`config.mk`:
```
export PLATFORM = sky130hd
export DESIGN_NAME = axi_boot_loader
export DESIGN_NICKNAME = d
export VERILOG_FILES = /design/src/rtl/axi_boot_loader.sv
export SDC_FILE = /design/constraint.sdc
export NUM_CORES = 1
export LEC_CHECK = 0
export ABC_AREA = 1
export CAP_MARGIN = 25
export CORE_ASPECT_RATIO = 1.2
export CORE_MARGIN = 2
export CORE_UTILIZATION = 52
export CTS_CLUSTER_DIAMETER = 200
export DETAILED_ROUTE_END_ITERATION = 10
export GPL_TIMING_DRIVEN = 0
export PLACE_DENSITY_LB_ADDON = 0.05
export SLEW_MARGIN = 5
export SYNTH_ARGS = -nofsm -noshare
export SYNTH_HDL_FRONTEND = slang
export SYNTH_SLANG_ARGS = --single-unit
```
`constraint.sdc`:
```
create_clock -name CLK -period 5.4 [get_ports CLK]
set_input_delay 1.08 -clock CLK [delete_from_list [all_inputs] [get_ports CLK]]
set_output_delay 1.08 -clock CLK [all_outputs]
set_load 0.01 [all_outputs]
```
`src/rtl/axi_boot_loader.sv`:
```
// axi_boot_loader: AXI4 write initiator that packs a little-endian byte
// stream into 64-bit words and writes them to SRAM as single-beat INCR
// bursts, holding the core in reset until the whole image has landed.
//
// Ports:
//   CLK, RST             clock, asynchronous active-high reset
//   byte_valid/ready     byte stream handshake
//   byte_data/last       stream payload and end-of-image flag
//   M_AXI_AW*            write address channel (AWLEN=0, 8-byte, INCR)
//   M_AXI_W*             write data channel (WLAST=1)
//   M_AXI_B*             write response channel
//   core_hold            high keeps the core in reset
//   load_done, load_err  sticky completion / error flags
//
// Optional: define BOOT_CHECKSUM_EN to add checksum (out) and
// expect_sum (in); the last word then completes only on a sum match.

module axi_boot_loader #(
    parameter int              AW        = 32,
    parameter logic [AW-1:0]   BASE_ADDR = 32'h8000_0000,
    parameter int              MAX_BYTES = 131072
) (
    input  logic          CLK,
    input  logic          RST,
    input  logic          byte_valid,
    input  logic [7:0]    byte_data,
    input  logic          byte_last,
    output logic          byte_ready,
`ifdef BOOT_CHECKSUM_EN
    output logic [31:0]   checksum,
    input  logic [31:0]   expect_sum,
`endif
    output logic [AW-1:0] M_AXI_AWADDR,
    output logic [7:0]    M_AXI_AWLEN,
    output logic [2:0]    M_AXI_AWSIZE,
    output logic [1:0]    M_AXI_AWBURST,
    output logic          M_AXI_AWVALID,
    input  logic          M_AXI_AWREADY,
    output logic [63:0]   M_AXI_WDATA,
    output logic [7:0]    M_AXI_WSTRB,
    output logic          M_AXI_WLAST,
    output logic          M_AXI_WVALID,
    input  logic          M_AXI_WREADY,
    input  logic [1:0]    M_AXI_BRESP,
    input  logic          M_AXI_BVALID,
    output logic          M_AXI_BREADY,
    output logic          core_hold,
    output logic          load_done,
    output logic          load_err
);

    localparam int CW = $clog2(MAX_BYTES + 1);

    typedef enum logic [2:0] {
        S_COLLECT,
        S_ISSUE,
        S_RESP,
        S_DONE,
        S_ERR
    } state_t;

    state_t          state_q, state_d;
    logic [2:0]      lane_q, lane_d;
    logic [63:0]     word_q, word_d;
    logic [7:0]      strb_q, strb_d;
    logic [AW-1:0]   addr_q, addr_d;
    logic [CW-1:0]   cnt_q, cnt_d;
    logic            last_q, last_d;
    logic            byte_ready_q, byte_ready_d;
    logic            awvalid_q, awvalid_d;
    logic            wvalid_q, wvalid_d;
    logic            bready_q, bready_d;
    logic            hold_q, hold_d;
    logic            done_q, done_d;
    logic            err_q, err_d;
    logic            final_ok;
`ifdef BOOT_CHECKSUM_EN
    logic [31:0]     sum_q, sum_d;
`endif

    always_comb begin
        state_d      = state_q;
        lane_d       = lane_q;
        word_d       = word_q;
        strb_d       = strb_q;
        addr_d       = addr_q;
        cnt_d        = cnt_q;
        last_d       = last_q;
        byte_ready_d = byte_ready_q;
        awvalid_d    = awvalid_q;
        wvalid_d     = wvalid_q;
        bready_d     = bready_q;
        hold_d       = hold_q;
        done_d       = done_q;
        err_d        = err_q;
        final_ok     = 1'b1;
`ifdef BOOT_CHECKSUM_EN
        sum_d        = sum_q;
        final_ok     = (sum_q == expect_sum);
`endif

        unique case (state_q)
            S_COLLECT: begin
                if (byte_valid && byte_ready_q) begin
                    if (cnt_q == CW'(MAX_BYTES)) begin
                        // Over the image limit: drop the byte, no write.
                        state_d      = S_ERR;
                        byte_ready_d = 1'b0;
                        err_d        = 1'b1;
                    end else begin
                        word_d[8*lane_q +: 8] = byte_data;
                        strb_d[lane_q]        = 1'b1;
                        lane_d                = lane_q + 3'd1;
                        cnt_d                 = cnt_q + CW'(1);
`ifdef BOOT_CHECKSUM_EN
                        sum_d = sum_q + {24'd0, byte_data};
`endif
                        // A last byte on lane 7 still gives one flush.
                        if (lane_q == 3'd7 || byte_last) begin
                            state_d      = S_ISSUE;
                            last_d       = byte_last;
                            byte_ready_d = 1'b0;
                            awvalid_d    = 1'b1;
                            wvalid_d     = 1'b1;
                        end
                    end
                end
            end

            S_ISSUE: begin
                // Each channel retires on its own handshake.
                awvalid_d = awvalid_q && !M_AXI_AWREADY;
                wvalid_d  = wvalid_q && !M_AXI_WREADY;
                if (!awvalid_d && !wvalid_d) begin
                    state_d  = S_RESP;
                    bready_d = 1'b1;
                end
            end

            S_RESP: begin
                if (M_AXI_BVALID && bready_q) begin
                    bready_d = 1'b0;
                    if (M_AXI_BRESP == 2'b00) begin
                        addr_d = addr_q + AW'(8);
                        lane_d = 3'd0;
                        word_d = 64'd0;
                        strb_d = 8'd0;
                        if (!last_q) begin
                            state_d      = S_COLLECT;
                            byte_ready_d = 1'b1;
                        end else if (final_ok) begin
                            state_d = S_DONE;
                            done_d  = 1'b1;
                            hold_d  = 1'b0;
                        end else begin
                            state_d = S_ERR;
                            err_d   = 1'b1;
                        end
                    end else begin
                        state_d = S_ERR;
                        err_d   = 1'b1;
                    end
                end
            end

            S_DONE: begin
            end

            S_ERR: begin
            end

            default: begin
                state_d = S_ERR;
                err_d   = 1'b1;
            end
        endcase
    end

    always_ff @(posedge CLK or posedge RST) begin
        if (RST) begin
            state_q      <= S_COLLECT;
            lane_q       <= 3'd0;
            word_q       <= 64'd0;
            strb_q       <= 8'd0;
            addr_q       <= BASE_ADDR;
            cnt_q        <= '0;
            last_q       <= 1'b0;
            byte_ready_q <= 1'b1;
            awvalid_q    <= 1'b0;
            wvalid_q     <= 1'b0;
            bready_q     <= 1'b0;
            hold_q       <= 1'b1;
            done_q       <= 1'b0;
            err_q        <= 1'b0;
`ifdef BOOT_CHECKSUM_EN
            sum_q        <= 32'd0;
`endif
        end else begin
            state_q      <= state_d;
            lane_q       <= lane_d;
            word_q       <= word_d;
            strb_q       <= strb_d;
            addr_q       <= addr_d;
            cnt_q        <= cnt_d;
            last_q       <= last_d;
            byte_ready_q <= byte_ready_d;
            awvalid_q    <= awvalid_d;
            wvalid_q     <= wvalid_d;
            bready_q     <= bready_d;
            hold_q       <= hold_d;
            done_q       <= done_d;
            err_q        <= err_d;
`ifdef BOOT_CHECKSUM_EN
            sum_q        <= sum_d;
`endif
        end
    end

    assign byte_ready    = byte_ready_q;
    assign M_AXI_AWADDR  = addr_q;
    assign M_AXI_AWLEN   = 8'd0;
    assign M_AXI_AWSIZE  = 3'b011;
    assign M_AXI_AWBURST = 2'b01;
    assign M_AXI_AWVALID = awvalid_q;
    assign M_AXI_WDATA   = word_q;
    assign M_AXI_WSTRB   = strb_q;
    assign M_AXI_WLAST   = 1'b1;
    assign M_AXI_WVALID  = wvalid_q;
    assign M_AXI_BREADY  = bready_q;
    assign core_hold     = hold_q;
    assign load_done     = done_q;
    assign load_err      = err_q;
`ifdef BOOT_CHECKSUM_EN
    assign checksum      = sum_q;
`endif

endmodule
```
==> results.sh <==
export IMPL_cp_buffers_inverters=1
export IMPL_avgSynthCellArea_um2=7.64
export IMPL_synth_cell_types=35
export IMPL_hold_depth=2
export IMPL_syn_inst=928
export IMPL_cts_tree="done"
export IMPL_row_count=46
export IMPL_timing_rr_start="lane_q[0]"
export IMPL_synth_commonest_cells="nand2_1 (340), dfrtp_1 (130), nor2_1 (96)"
export IMPL_clk_latency_ns=0.43
export IMPL_synthTopCellsByArea="dfrtp_1 (46%), nand2_1 (18%), nand4_1 (5.8%)"
export IMPL_timing_hold_ws_ns=0.444
export IMPL_multiInputGateArea_um2=3290
export IMPL_drc=0
export IMPL_grt_pass1_wl_mm=31.0
export IMPL_n_fill_cell=1100
export IMPL_postRouteAntennaNets=0
export IMPL_synthFlopType="dfrtp_1"
export IMPL_ctsResizeCount=0
export IMPL_routed_wl_mm=19.1
export IMPL_io_pins=142
export IMPL_core_area_um2=13300
export IMPL_hp_start="core_hold"
export IMPL_overflow=0
export IMPL_gp_congestion=0.961
export IMPL_seqCellArea_um2=3330
export IMPL_start_util_pct=53.3
export IMPL_syn_cell_area_um2=7090
export IMPL_tns_ns=0
export IMPL_worstSetupPathType="flop to primary output"
export IMPL_finalCritPeriodShare_pct=48.2
export IMPL_power_leakage_nw=4.48
export IMPL_cpPeakStageDelay_ns=0.55
export IMPL_die_x_um=111
export IMPL_cp_start_kind="flop"
export IMPL_run_status="completed"
export IMPL_clk_path_buf_depth=2
export IMPL_period_needed_ns=2.60
export IMPL_netlist_top_cell_by_area="dfrtp_1"
export IMPL_clock_sinks=133
export IMPL_cp_required_ns=4.32
export IMPL_crit_family="flip-flops"
export IMPL_cp_max_fo=4
export IMPL_p_per_area_nw_per_um2=233
export IMPL_dr_total_vias=6602
export IMPL_rsz0062_at_grt="no"
export IMPL_crit_path_end_kind="primary output"
export IMPL_worst_path_max_delay_cell="dfstp_2"
export IMPL_drt_iter0_markers=465
export IMPL_ys_ff_latch=133
export IMPL_hold_viol_final=0
export IMPL_drv_slew=0
export IMPL_num_nets_final=1114
export IMPL_grt_max_degree=82
export IMPL_worstPathArrival_ns=1.52
export IMPL_slew_headroom_pct=51.1
export IMPL_area_delta_synth_final_pct=29.6
export IMPL_synth_async_reset_ratio_pct=100
export IMPL_hold_class="flop to flop"
export IMPL_dpl_hpwl_mm=14.0
export IMPL_tightest_slew_ns=0.733
export IMPL_clk_pin_slew_ns=0.06
export IMPL_dr_pass1_iters=5
export IMPL_drive_above_1_share_pct=8.36
export IMPL_r2r_end="M_AXI_WDATA[40]"
export IMPL_die_area_um2=14600
export IMPL_grt_usage_pct=26.4
export IMPL_routed_via_density=5.21
export IMPL_yosysSeqAreaShare_pct=47.0
export IMPL_crit_chain="clkdlybuf4s50_1"
export IMPL_cts_setup_buffers=0
export IMPL_hold_end="core_hold"
export IMPL_r2r_slack_ns=2.99
export IMPL_ir_worst_vdd_v=0.000159
export IMPL_synth_top_area_share_pct=45.9
export IMPL_ctsHoldBuffers=0
export IMPL_num_antenna_cells=0
export IMPL_yosys_cell_count_top_type="nand2_1"
export IMPL_numCtsBuffers=17
export IMPL_die_y_um=132
export IMPL_numPortBuffers=124
export IMPL_finClkSkew_ns=0.0106
export IMPL_reg2regPathDepth=9
export IMPL_drv_cap=0
export IMPL_ys_warn_count=0
export IMPL_cts_htree_levels=4
export IMPL_grt_pass1_vias=6372
export IMPL_max_freq_mhz=384
export IMPL_cts_root_buf="clkbuf_16"
export IMPL_finalSetupViolations=0
export IMPL_antenna_found_initial=0
export IMPL_wl_per_cell_um=15.1
export IMPL_synth_edf_count=0
## state kept, by name (all words and copies together) (netlist names)
signal	count
last_q	1
load_err	1
M_AXI_AWADDR	29
M_AXI_BREADY	1
byte_ready	1
state_q	3
core_hold	1
M_AXI_WVALID	1
M_AXI_AWVALID	1
lane_q	3
load_done	1
M_AXI_WDATA	64
M_AXI_WSTRB	8
cnt_q	18
## power breakdown
part           internal (mW)  switching [mW]  total, mW
clock                  0.634           0.454       1.09
combinational         0.0227          0.0357     0.0583
sequential             0.998        0.000431      0.998
## metrics by stage
stage | setup slack [ns] | instance area, um^2 | util, % | instances | total power, mW
after detailed placement | 2.50 | 8630 | 64.9 | 1236 | 1.08
after global routing | 2.76 | 9180 | 69.1 | 1268 | 2.21
final | 2.80 | 9180 | 69.1 | 1268 | 2.14
after floorplan | 0.771 | 7140 | - | 943 | 1.05
after global placement | -1.15 | 8590 | 64.6 | 1235 | 1.07
after CTS | 2.79 | 9180 | 69.1 | 1268 | 2.16
## layout by cell type (no fill, tap or decap), types with 3 or more instances in the layout
cell,synthesis,final
nand2_1,340,340
dfrtp_1,130,130
clkdlybuf4s50_1,0,124
nor2_1,96,96
nand4_1,66,66
inv_1,62,61
nand3_1,54,54
o21ai_0,30,30
nor3_1,24,24
buf_4,23,23
conb_1,2,17
clkbuf_16,0,17
buf_2,14,14
nand3b_1,13,13
xor2_1,13,13
ha_1,10,10
xnor2_1,9,9
inv_2,5,5
clkbuf_1,4,5
a21oi_1,5,5
o21ai_1,4,4
inv_6,0,4
clkinvlp_4,0,4
dfstp_2,3,3
clkinv_2,0,3
clkinv_4,0,3
## per-layer routing
layer / GRT usage (%) / routed length, um / vias up
met4: 12.8 / 733 / 0
met2: 46.0 / 9520 / 201
li1: - / - / 3301
met3: 5.43 / 953 / 51
met1: 31.1 / 7900 / 3049
met5: 0 / 0 / -
## worst max path at each step
stage,end,start,cells past startpoint,slack (ns)
3_5_place_dp,M_AXI_WDATA[47],M_AXI_BVALID,8,2.50
6_report,M_AXI_AWADDR[31],M_AXI_AWADDR[31],1,2.80
2_1_floorplan,M_AXI_AWADDR[10],RST,1,0.77
3_3_place_gp,M_AXI_WDATA[45],RST,2,-1.15
4_1_cts,M_AXI_AWADDR[31],M_AXI_AWADDR[31],1,2.79
5_1_grt,M_AXI_AWADDR[31],M_AXI_AWADDR[31],1,2.76
## layout make-up
type                            instances  area share (%)
Clock inverter                         14            1.39
Buffer                                 42            2.93
Tap cell                              168            2.29
Sequential cell                       133            36.3
Inverter                               68            2.83
Timing Repair Buffer                  125            13.8
Multi-Input combinational cell        700            35.8
Clock buffer                           18            4.67
## logic make-up after synthesis
kind of cell / synth area share [%]
AOI/OAI and AO/OA: 3.07
xor gates and xnor gates: 2.72
adders and majority gates: 1.77
buffers and inverters: 7.40
DFF: 47.0
other: 0.106
and+or+nand+nor: 37.9
Power figures use the tool's default switching activity.
